--- src/rtl/mdio_responder_if.sv ---
// Register-file port of the MDIO responder: address, read/write strobes and data.
// master = responder side, slave = local register file.
interface mdio_responder_if;
  logic [4:0]  reg_addr;
  logic        reg_rd;
  logic [15:0] reg_rdata;
  logic        reg_wr;
  logic [15:0] reg_wdata;

  modport master (output reg_addr, reg_rd, reg_wr, reg_wdata, input reg_rdata);
  modport slave  (input reg_addr, reg_rd, reg_wr, reg_wdata, output reg_rdata);
endinterface

--- src/rtl/mdio_responder.sv ---
// Clause 22 MDIO PHY-side responder; decodes frames for PHY_ADDR onto a 32x16 register port.
// Latency: mdio_o/mdio_t 1 clk after synchronised mdc rise; reg_rd/reg_wr 1 clk after the last field bit.
// No backpressure. `define MDIO_PREAMBLE_SUPPRESS_EN to accept ST after any nonzero preamble.
module mdio_responder #(
  parameter logic [4:0] PHY_ADDR     = 5'd1,
  parameter int         PREAMBLE_LEN = 32
) (
  input  logic             clk,
  input  logic             rst,
  input  logic             mdc,
  input  logic             mdio_i,
  output logic             mdio_o,
  output logic             mdio_t,
  output logic             frame_err,
  mdio_responder_if.master regs
);
  localparam int            PW      = $clog2(PREAMBLE_LEN + 1);
  localparam logic [PW-1:0] PRE_MAX = PW'(PREAMBLE_LEN);

  typedef enum logic [2:0] {
    S_IDLE, S_ST, S_OP, S_PHYAD, S_REGAD, S_TA, S_DATA, S_SKIP
  } state_t;

  state_t        state, state_nxt;
  logic [1:0]    mdc_sync, mdio_sync;
  logic          mdc_d, mdc_rise, mdio_s;
  logic [PW-1:0] pre_cnt;
  logic [4:0]    bit_cnt;
  logic [14:0]   in_sh;
  logic [15:0]   tx_sh;
  logic          is_rd, cap_pend, err, pre_ok;
  logic [4:0]    reg_addr_q;
  logic [15:0]   reg_wdata_q;
  logic          reg_rd_q, reg_wr_q;

  assign regs.reg_addr  = reg_addr_q;
  assign regs.reg_wdata = reg_wdata_q;
  assign regs.reg_rd    = reg_rd_q;
  assign regs.reg_wr    = reg_wr_q;

  // Synchronisers are left out of reset so a mid-frame reset cannot fake an mdc edge.
  always_ff @(posedge clk) begin
    mdc_sync  <= {mdc_sync[0], mdc};
    mdio_sync <= {mdio_sync[0], mdio_i};
    mdc_d     <= mdc_sync[1];
  end

  assign mdc_rise = mdc_sync[1] & ~mdc_d;
  assign mdio_s   = mdio_sync[1];

`ifdef MDIO_PREAMBLE_SUPPRESS_EN
  assign pre_ok = (pre_cnt != '0);
`else
  assign pre_ok = (pre_cnt == PRE_MAX);
`endif

  always_ff @(posedge clk) begin
    if (rst) state <= S_IDLE;
    else     state <= state_nxt;
  end

  always_comb begin
    state_nxt = state;
    err       = 1'b0;
    if (mdc_rise) begin
      case (state)
        S_IDLE:  if (!mdio_s && pre_ok) state_nxt = S_ST;
        S_ST: begin
          if (mdio_s) state_nxt = S_OP;
          else begin
            err       = 1'b1;
            state_nxt = S_IDLE;
          end
        end
        // in_sh[0] holds the first opcode bit; only 10 and 01 are legal
        S_OP: begin
          if (bit_cnt[0]) begin
            if (in_sh[0] != mdio_s) state_nxt = S_PHYAD;
            else begin
              err       = 1'b1;
              state_nxt = S_IDLE;
            end
          end
        end
        S_PHYAD: if (bit_cnt == 5'd4)
                   state_nxt = ({in_sh[3:0], mdio_s} == PHY_ADDR) ? S_REGAD : S_SKIP;
        S_REGAD: if (bit_cnt == 5'd4)  state_nxt = S_TA;
        S_TA:    if (bit_cnt == 5'd1)  state_nxt = S_DATA;
        S_DATA:  if (bit_cnt == 5'd15) state_nxt = S_IDLE;
        S_SKIP:  if (bit_cnt == 5'd22) state_nxt = S_IDLE;
        default: state_nxt = S_IDLE;
      endcase
    end
  end

  always_ff @(posedge clk) begin
    if (rst) begin
      pre_cnt     <= '0;
      bit_cnt     <= '0;
      in_sh       <= '0;
      tx_sh       <= '0;
      is_rd       <= 1'b0;
      cap_pend    <= 1'b0;
      mdio_o      <= 1'b0;
      mdio_t      <= 1'b1;
      reg_addr_q  <= '0;
      reg_wdata_q <= '0;
      reg_rd_q    <= 1'b0;
      reg_wr_q    <= 1'b0;
      frame_err   <= 1'b0;
    end else begin
      reg_rd_q  <= 1'b0;
      reg_wr_q  <= 1'b0;
      frame_err <= err;
      cap_pend  <= reg_rd_q;
      if (cap_pend) tx_sh <= regs.reg_rdata;
      if (state != S_IDLE) pre_cnt <= '0;
      if (mdc_rise) begin
        in_sh   <= {in_sh[13:0], mdio_s};
        bit_cnt <= (state_nxt != state) ? 5'd0 : bit_cnt + 5'd1;
        if (state == S_IDLE)
          pre_cnt <= !mdio_s ? '0 : (pre_cnt == PRE_MAX) ? pre_cnt : pre_cnt + PW'(1);
        case (state)
          S_OP: if (bit_cnt[0]) is_rd <= in_sh[0];
          S_REGAD: begin
            if (bit_cnt == 5'd4) begin
              reg_addr_q <= {in_sh[3:0], mdio_s};
              reg_rd_q   <= is_rd;
            end
          end
          S_TA: begin
            if (is_rd) begin
              if (bit_cnt == 5'd0) begin
                mdio_t <= 1'b0;
                mdio_o <= 1'b0;
              end else begin
                mdio_o <= tx_sh[15];
                tx_sh  <= {tx_sh[14:0], 1'b0};
              end
            end
          end
          S_DATA: begin
            if (is_rd) begin
              if (bit_cnt == 5'd15) begin
                mdio_t <= 1'b1;
                mdio_o <= 1'b0;
              end else begin
                mdio_o <= tx_sh[15];
                tx_sh  <= {tx_sh[14:0], 1'b0};
              end
            end else if (bit_cnt == 5'd15) begin
              reg_wdata_q <= {in_sh, mdio_s};
              reg_wr_q    <= 1'b1;
            end
          end
          default: ;
        endcase
      end
    end
  end
endmodule
--- src/flat_wrapper.sv ---
// flat-port wrapper written by rule: the top's interface ports become plain ports
module mdio_responder_flat 
#(
  parameter logic [4:0] PHY_ADDR     = 5'd1,
  parameter int         PREAMBLE_LEN = 32
)
  (clk, rst, mdc, mdio_i, mdio_o, mdio_t, frame_err, regs_reg_addr, regs_reg_rd, regs_reg_wr, regs_reg_wdata, regs_reg_rdata);
  mdio_responder_if regs_i ();
  input  logic clk;
  input  logic rst;
  input  logic mdc;
  input  logic mdio_i;
  output logic mdio_o;
  output logic mdio_t;
  output logic frame_err;
  output wire logic [$bits(regs_i.reg_addr)-1:0] regs_reg_addr;
  output wire logic [$bits(regs_i.reg_rd)-1:0] regs_reg_rd;
  output wire logic [$bits(regs_i.reg_wr)-1:0] regs_reg_wr;
  output wire logic [$bits(regs_i.reg_wdata)-1:0] regs_reg_wdata;
  input wire logic [$bits(regs_i.reg_rdata)-1:0] regs_reg_rdata;
  assign regs_reg_addr = regs_i.reg_addr;
  assign regs_reg_rd = regs_i.reg_rd;
  assign regs_reg_wr = regs_i.reg_wr;
  assign regs_reg_wdata = regs_i.reg_wdata;
  assign regs_i.reg_rdata = regs_reg_rdata;
  mdio_responder #(.PHY_ADDR(PHY_ADDR), .PREAMBLE_LEN(PREAMBLE_LEN)) u_core (.clk(clk), .rst(rst), .mdc(mdc), .mdio_i(mdio_i), .mdio_o(mdio_o), .mdio_t(mdio_t), .frame_err(frame_err), .regs(regs_i));
endmodule
--- config.mk ---
export PLATFORM = sky130hd
export DESIGN_NAME = mdio_responder_flat
export DESIGN_NICKNAME = d
export VERILOG_FILES = /design/src/rtl/mdio_responder_if.sv /design/src/rtl/mdio_responder.sv /design/src/flat_wrapper.sv
export SDC_FILE = /design/constraint.sdc
export NUM_CORES = 1
export LEC_CHECK = 0
export ABC_AREA = 1
export CAP_MARGIN = 15
export CORE_MARGIN = 4
export CORE_UTILIZATION = 55
export CTS_BUF_LIST = sky130_fd_sc_hd__clkbuf_4 sky130_fd_sc_hd__clkbuf_8
export DETAILED_ROUTE_END_ITERATION = 10
export PLACE_DENSITY = 0.8
export SLEW_MARGIN = 20
export SYNTH_ARGS = -nofsm -noshare
export SYNTH_HDL_FRONTEND = slang
export SYNTH_SLANG_ARGS = --single-unit
--- constraint.sdc ---
create_clock -name clk -period 2.5 [get_ports clk]
set_input_delay 0.5 -clock clk [delete_from_list [all_inputs] [get_ports clk]]
set_output_delay 0.5 -clock clk [all_outputs]
set_load 0.01 [all_outputs]
Yosys cells after proc, flatten, opt, wreduce, memory -nomap -nowiden:

Cells that the tools add are included.

* bits in registers: 78
* bits of input ports: 20
* output and inout port bits: 26
* word-level logic and storage cells: 100

* add/subtract/negate cells: 2
* eq/ne operators: 20
* muxes and demuxes: 40
* bitwise logic cells: 7
* reductions and logical operators: 14

Operators with widths (count)
* $mux 16: 6
* $pmux 16 s2: 1
* $mux 6: 5
* $mux 3: 8
* $pmux 3 s8: 1
* $eq 3x3->1 const B: 4
* $mux 1: 12
* $eq 5x1->1 const B: 2
* $ne 2x1->1 const B: 4
* $reduce_and 4->1: 2
* $reduce_or 4->1: 2
* $add 6x1->6 const B: 1
* $eq 3x2->1 const B: 2
* $eq 6x6->1 const B: 1
* $mux 2: 3
* $not 1->1: 6
* $pmux 1 s2: 3
* $reduce_and 3->1: 2
* $reduce_and 6->1: 1
* $add 5x1->5 const B: 1
* $eq 5x3->1 const B: 1
* $eq 5x4->1 const B: 1
* $eq 5x5->1 const B: 1
* $logic_not 5->1: 1
* 12 further kinds: 12

Depth between registers and ports, before layout:

* word-level depth: 7
* depth in mapped cells: 15

Least setup slack after synthesis:

No wires, ideal clock.

* path type: flip-flop to flip-flop
* start: register u_core.bit_cnt[0]
* end: register u_core.bit_cnt[3]
* data arrival time: 1.740 ns
* required time: 2.421 ns
* slack: 0.681 ns
* cell stages (with the launch flop): 15
* buffers on the path: 0
* cells stage by stage: dfxtp_1 -> ha_1 -> inv_1 -> nor3_1 -> ha_1 -> nor2_2 -> nor2_2 -> nand2_1 -> nand3_1 -> nand2_1 -> inv_1 -> nand2_2 -> nor2_4 -> nand2_1 -> a211oi_2

* cells in the longest elaborated chain, start to end: 6
* elaborated cells on any way between the ends: 15
* those cells by class: add/sub (1); eq/ne (5); mux (9)

Ends and longest elaborated chain
* start, declared: line mdio_responder.sv:28 `logic [4:0] bit_cnt;`
* start signal, assigned: line mdio_responder.sv:120 `bit_cnt <= (state_nxt != state) ? 5'd0 : bit_cnt + 5'd1;`
* $eq 5x5->1 (tied with other cells): line mdio_responder.sv:90 `S_SKIP: if (bit_cnt == 5'd22) state_nxt = S_IDLE;`
* $mux 3 (on tied branches)
* $pmux 3 s8: line mdio_responder.sv:66 `case (state)`
* $mux 3: line mdio_responder.sv:65 `if (mdc_rise) begin`
* $ne 3x3->1: line mdio_responder.sv:120
* $mux 5 *: line mdio_responder.sv:120

Mark *: on every way between the ends. The rest lies on a longest branch, timed or not.
A chain may end at the register's enable or synchronous reset.

Worst setup path after layout:

Same ends and word-level chain as after synthesis.

==> summary.txt <==
Outcome
  • Outcome: complete, no violations

CTS
  • Worst skew pair latency: 360 ps
  • Hold buffers post-CTS: 0
  • CTS root buffer: clkbuf_8
  • H-tree levels: 3
  • CTS tree: done
  • Longest Clk Path Bufs: 2
  • Cts bufs inserted: 9
  • Clock transition at path regs: 80 ps
  • # clock sinks: 78
  • Post-cts sizing count: 0
  • Post-CTS Setup Repair Bufs: 0

Global route
  • GR peak layer: met2
  • Total track usage: 21.6%
  • Grt ovf: 0
  • Largest net degree at the start of global routing: 36
  • Global-route wire length before repair: roughly 13 mm
  • Vias in the first global route: between 2000 and 3000
  • Initial antenna violation count: 0
  • M3 GR Usage: ~4.7%
  • Met1 GRT Util: between 20% and 30%
  • Met2 track demand over resource: about a third

Detailed routing
  • Final wirelength: ~8 mm
  • DRT iter0 DRCs: 176
  • Total number of vias: about 3100
  • Remaining DRCs: 0
  • Post-DRT Antenna Nets: 0
  • Routed WL per cell: 14.1 microns
  • Drt via density: 5.58
  • 1st-pass router iterations: 5

Logic synthesis
  • Synth Warn #: 0
  • Number of distinct library cells after synthesis: 35
  • Gate Count Post-Synth: roughly 440
  • Mapped Area: between 0.003 and 0.004 sq mm
  • Biggest area consumer among synthesized cells: dfxtp_1
  • Post-Syn Area per Cell: between 7 and 8 sq um
  • Seq/Total Area, Yosys: 44.2%
  • Yosys top cell area share: approximately 44%
  • Mapped Nets: around 470
  • Top cells by area, synth: dfxtp_1 44%, o21ai_0 6.8%, a21oi_1 5.7%
  • Synth Register Bits: a little under 80

Job
  • Max cap viols: 0

Floorplanning
  • Row count: 28
  • IO Count: 46
  • Core Footprint: 0.00606 sq mm
  • Initial Util: between 50% and 60%
  • Die width: a little under 90 microns
  • Die height: 88.2 microns
  • Die area: approximately 0.0078 sq mm

Final layout
  • Nets@finish: 510
  • Antenna fix cells: 0
  • Fraction of layout cells with a size suffix above 1: a little over 10%
  • Syn-to-layout area delta: 18.9%
  • Non-Filler Instances: 562
  • Utilization after layout: 69.3%
  • Post-layout instance area: about 0.0042 sq mm

STA
  • Setup WS post-layout: about 380 ps
  • Max-slew violation count: 0
  • Setup violations, final: 0
  • RSZ-0062 raised after global routing: false
  • Skew final: 12.0 ps
  • Setup_tns: 0 ps
  • Peak Freq: 472 MHz
  • Hold slack: roughly 330 ps
  • Worst-Margin Slew: between 800 and 900 ps
  • Period utilization: 84.8%
  • Slew HR: around 42%
  • Post-route minimum period: between 2000 and 2500 ps
  • Hold Fails Final Rpt: 0

Worst setup path
  • Worst-path fanout max: 6
  • Worst path arrival time: about 2400 ps
  • Worst EP required: approximately 2800 ps
  • Critical path class: register to register
  • CP startpoint kind: register
  • Critical Path Sink Type: register

Placed design
  • Placed cell area: between 0.004 and 0.005 sq mm
  • Buffers on Ports: 45
  • Inst Count DP: around 550
  • Placer congestion estimate: just under 1
  • DPL Wire Length: between 5 and 6 mm
  • Pre-CTS WS: just over 400 ps

Min path
  • Hold Path Class: register to register

Power and ir drop
  • Tot Pwr: 2.41 mW
  • Static Leak: between 1.5 and 2 nW
  • Peak supply drop: around 0.0004 V
  • Pwr Density: 572 mW/mm^2
## cells in the final DEF, fill, tap and decap left out, types with 2 or more instances in the layout
| cell type | count |
|---|---|
| a211oi_1 | 2 |
| a21boi_0 | 2 |
| a21oi_1 | 40 |
| buf_4 | 7 |
| clkbuf_8 | 9 |
| clkdlybuf4s50_1 | 45 |
| clkinv_4 | 2 |
| clkinvlp_4 | 2 |
| dfxtp_1 | 78 |
| ha_1 | 8 |
| inv_1 | 48 |
| inv_2 | 6 |
| mux2i_1 | 16 |
| nand2_1 | 48 |
| nand2_2 | 5 |
| nand3_1 | 32 |
| nand4_1 | 22 |
| nor2_1 | 27 |
| nor2_2 | 4 |
| nor2_4 | 3 |
| nor3_1 | 4 |
| nor3_4 | 2 |
| nor4_1 | 3 |
| o21ai_0 | 48 |
| o21ai_1 | 9 |
| o22ai_1 | 2 |
## final timing paths
path	startpoint	end	slack, ps	cells after the start
setup / recovery	u_core.bit_cnt[0]$_SDFFE_PP0P_	u_core.bit_cnt[3]$_SDFFE_PP0P_	380	14
hold / removal	u_core.mdc_sync[0]$_DFF_P_	u_core.mdc_sync[1]$_DFF_P_	330	0
setup reg to reg	u_core.bit_cnt[0]$_SDFFE_PP0P_	u_core.bit_cnt[3]$_SDFFE_PP0P_	380	14
hold reg to reg	u_core.mdc_sync[0]$_DFF_P_	u_core.mdc_sync[1]$_DFF_P_	330	0
## synth_stat cells
| library cell | instances |
|---|---|
| nor2_2 | 4 |
| buf_1 | 3 |
| nor4_1 | 3 |
| dfxtp_1 | 78 |
| nand3_4 | 1 |
| nor2_4 | 3 |
| inv_4 | 1 |
| o21ai_0 | 48 |
| buf_6 | 4 |
| nand3_2 | 1 |
| a211oi_1 | 2 |
| nand2_2 | 5 |
| mux2i_1 | 16 |
| o21ai_2 | 1 |
| ha_1 | 8 |
| a221oi_1 | 1 |
| a211o_1 | 1 |
| clkbuf_1 | 13 |
| a21boi_0 | 2 |
| o31ai_4 | 1 |
| inv_2 | 6 |
| o22ai_1 | 2 |
| nor2_1 | 27 |
| a211oi_2 | 1 |
| clkinv_1 | 1 |
| buf_2 | 5 |
| inv_1 | 48 |
| o31ai_2 | 1 |
| nand3_1 | 32 |
| nor3_4 | 2 |
| nand4_1 | 22 |
| o21ai_1 | 9 |
| a21oi_1 | 40 |
| nand2_1 | 48 |
| nor3_1 | 4 |
## layer usage
metal	share of wire, %	up-vias	wire, microns
met4	1.6	0	130
met5	0	-	0
met1	46	1459	3670
met3	6.5	14	512
li1	-	1576	-
met2	45	87	3600
## final cells by class
class | instances | area, sq um
Clock buffer | 10 | 131
Sequential cell | 78 | 1560
Timing Repair Buffer | 52 | 503
Clock inverter | 6 | 71.3
Fill cell | 511 | 1860
Inverter | 56 | 213
Multi-Input combinational cell | 285 | 1630
Tap cell | 75 | 93.8
## report_power, final
| group | switching (mW) | leakage [nW] | internal, mW |
|---|---|---|---|
| clock network | 0.471 | 0.0965 | 0.479 |
| registers | 0.0196 | 0.633 | 1.27 |
| logic | 0.104 | 0.846 | 0.0675 |
## critical path, cell delays in order (launching register included)
cell,delay [ps]
dfxtp_1,430
ha_1,200
inv_1,50
nor3_1,160
ha_1,300
nor2_2,90
nor2_2,150
nand2_1,90
nand3_1,80
nand2_1,60
inv_1,60
nand2_2,60
nor2_4,100
nand2_1,100
a211oi_2,140
## logic make-up after synthesis
group	after synthesis	synth area share [%]
AO/OA/AOI/OAI	109	17.0
multiplexers	16	4.53
flip-flops	78	44.2
buffers and inverters	81	9.70
AND/OR/NAND/NOR	152	21.7
adder cells (fa/ha/maj)	8	2.83
## state kept, by name (all words and copies together) (netlist names)
register and cells:
u_core.bit_cnt 5, u_core.cap_pend 1, u_core.frame_err 1, u_core.in_sh 15, u_core.is_rd 1, u_core.mdc_d 1, u_core.mdc_sync 2, u_core.mdio_o 1
u_core.mdio_sync 2, u_core.mdio_t 1, u_core.pre_cnt 6, u_core.regs.reg_addr 5, u_core.regs.reg_rd 1, u_core.regs.reg_wdata 16, u_core.regs.reg_wr 1, u_core.state 3
u_core.tx_sh 16
(Power assumes the default switching activity.)
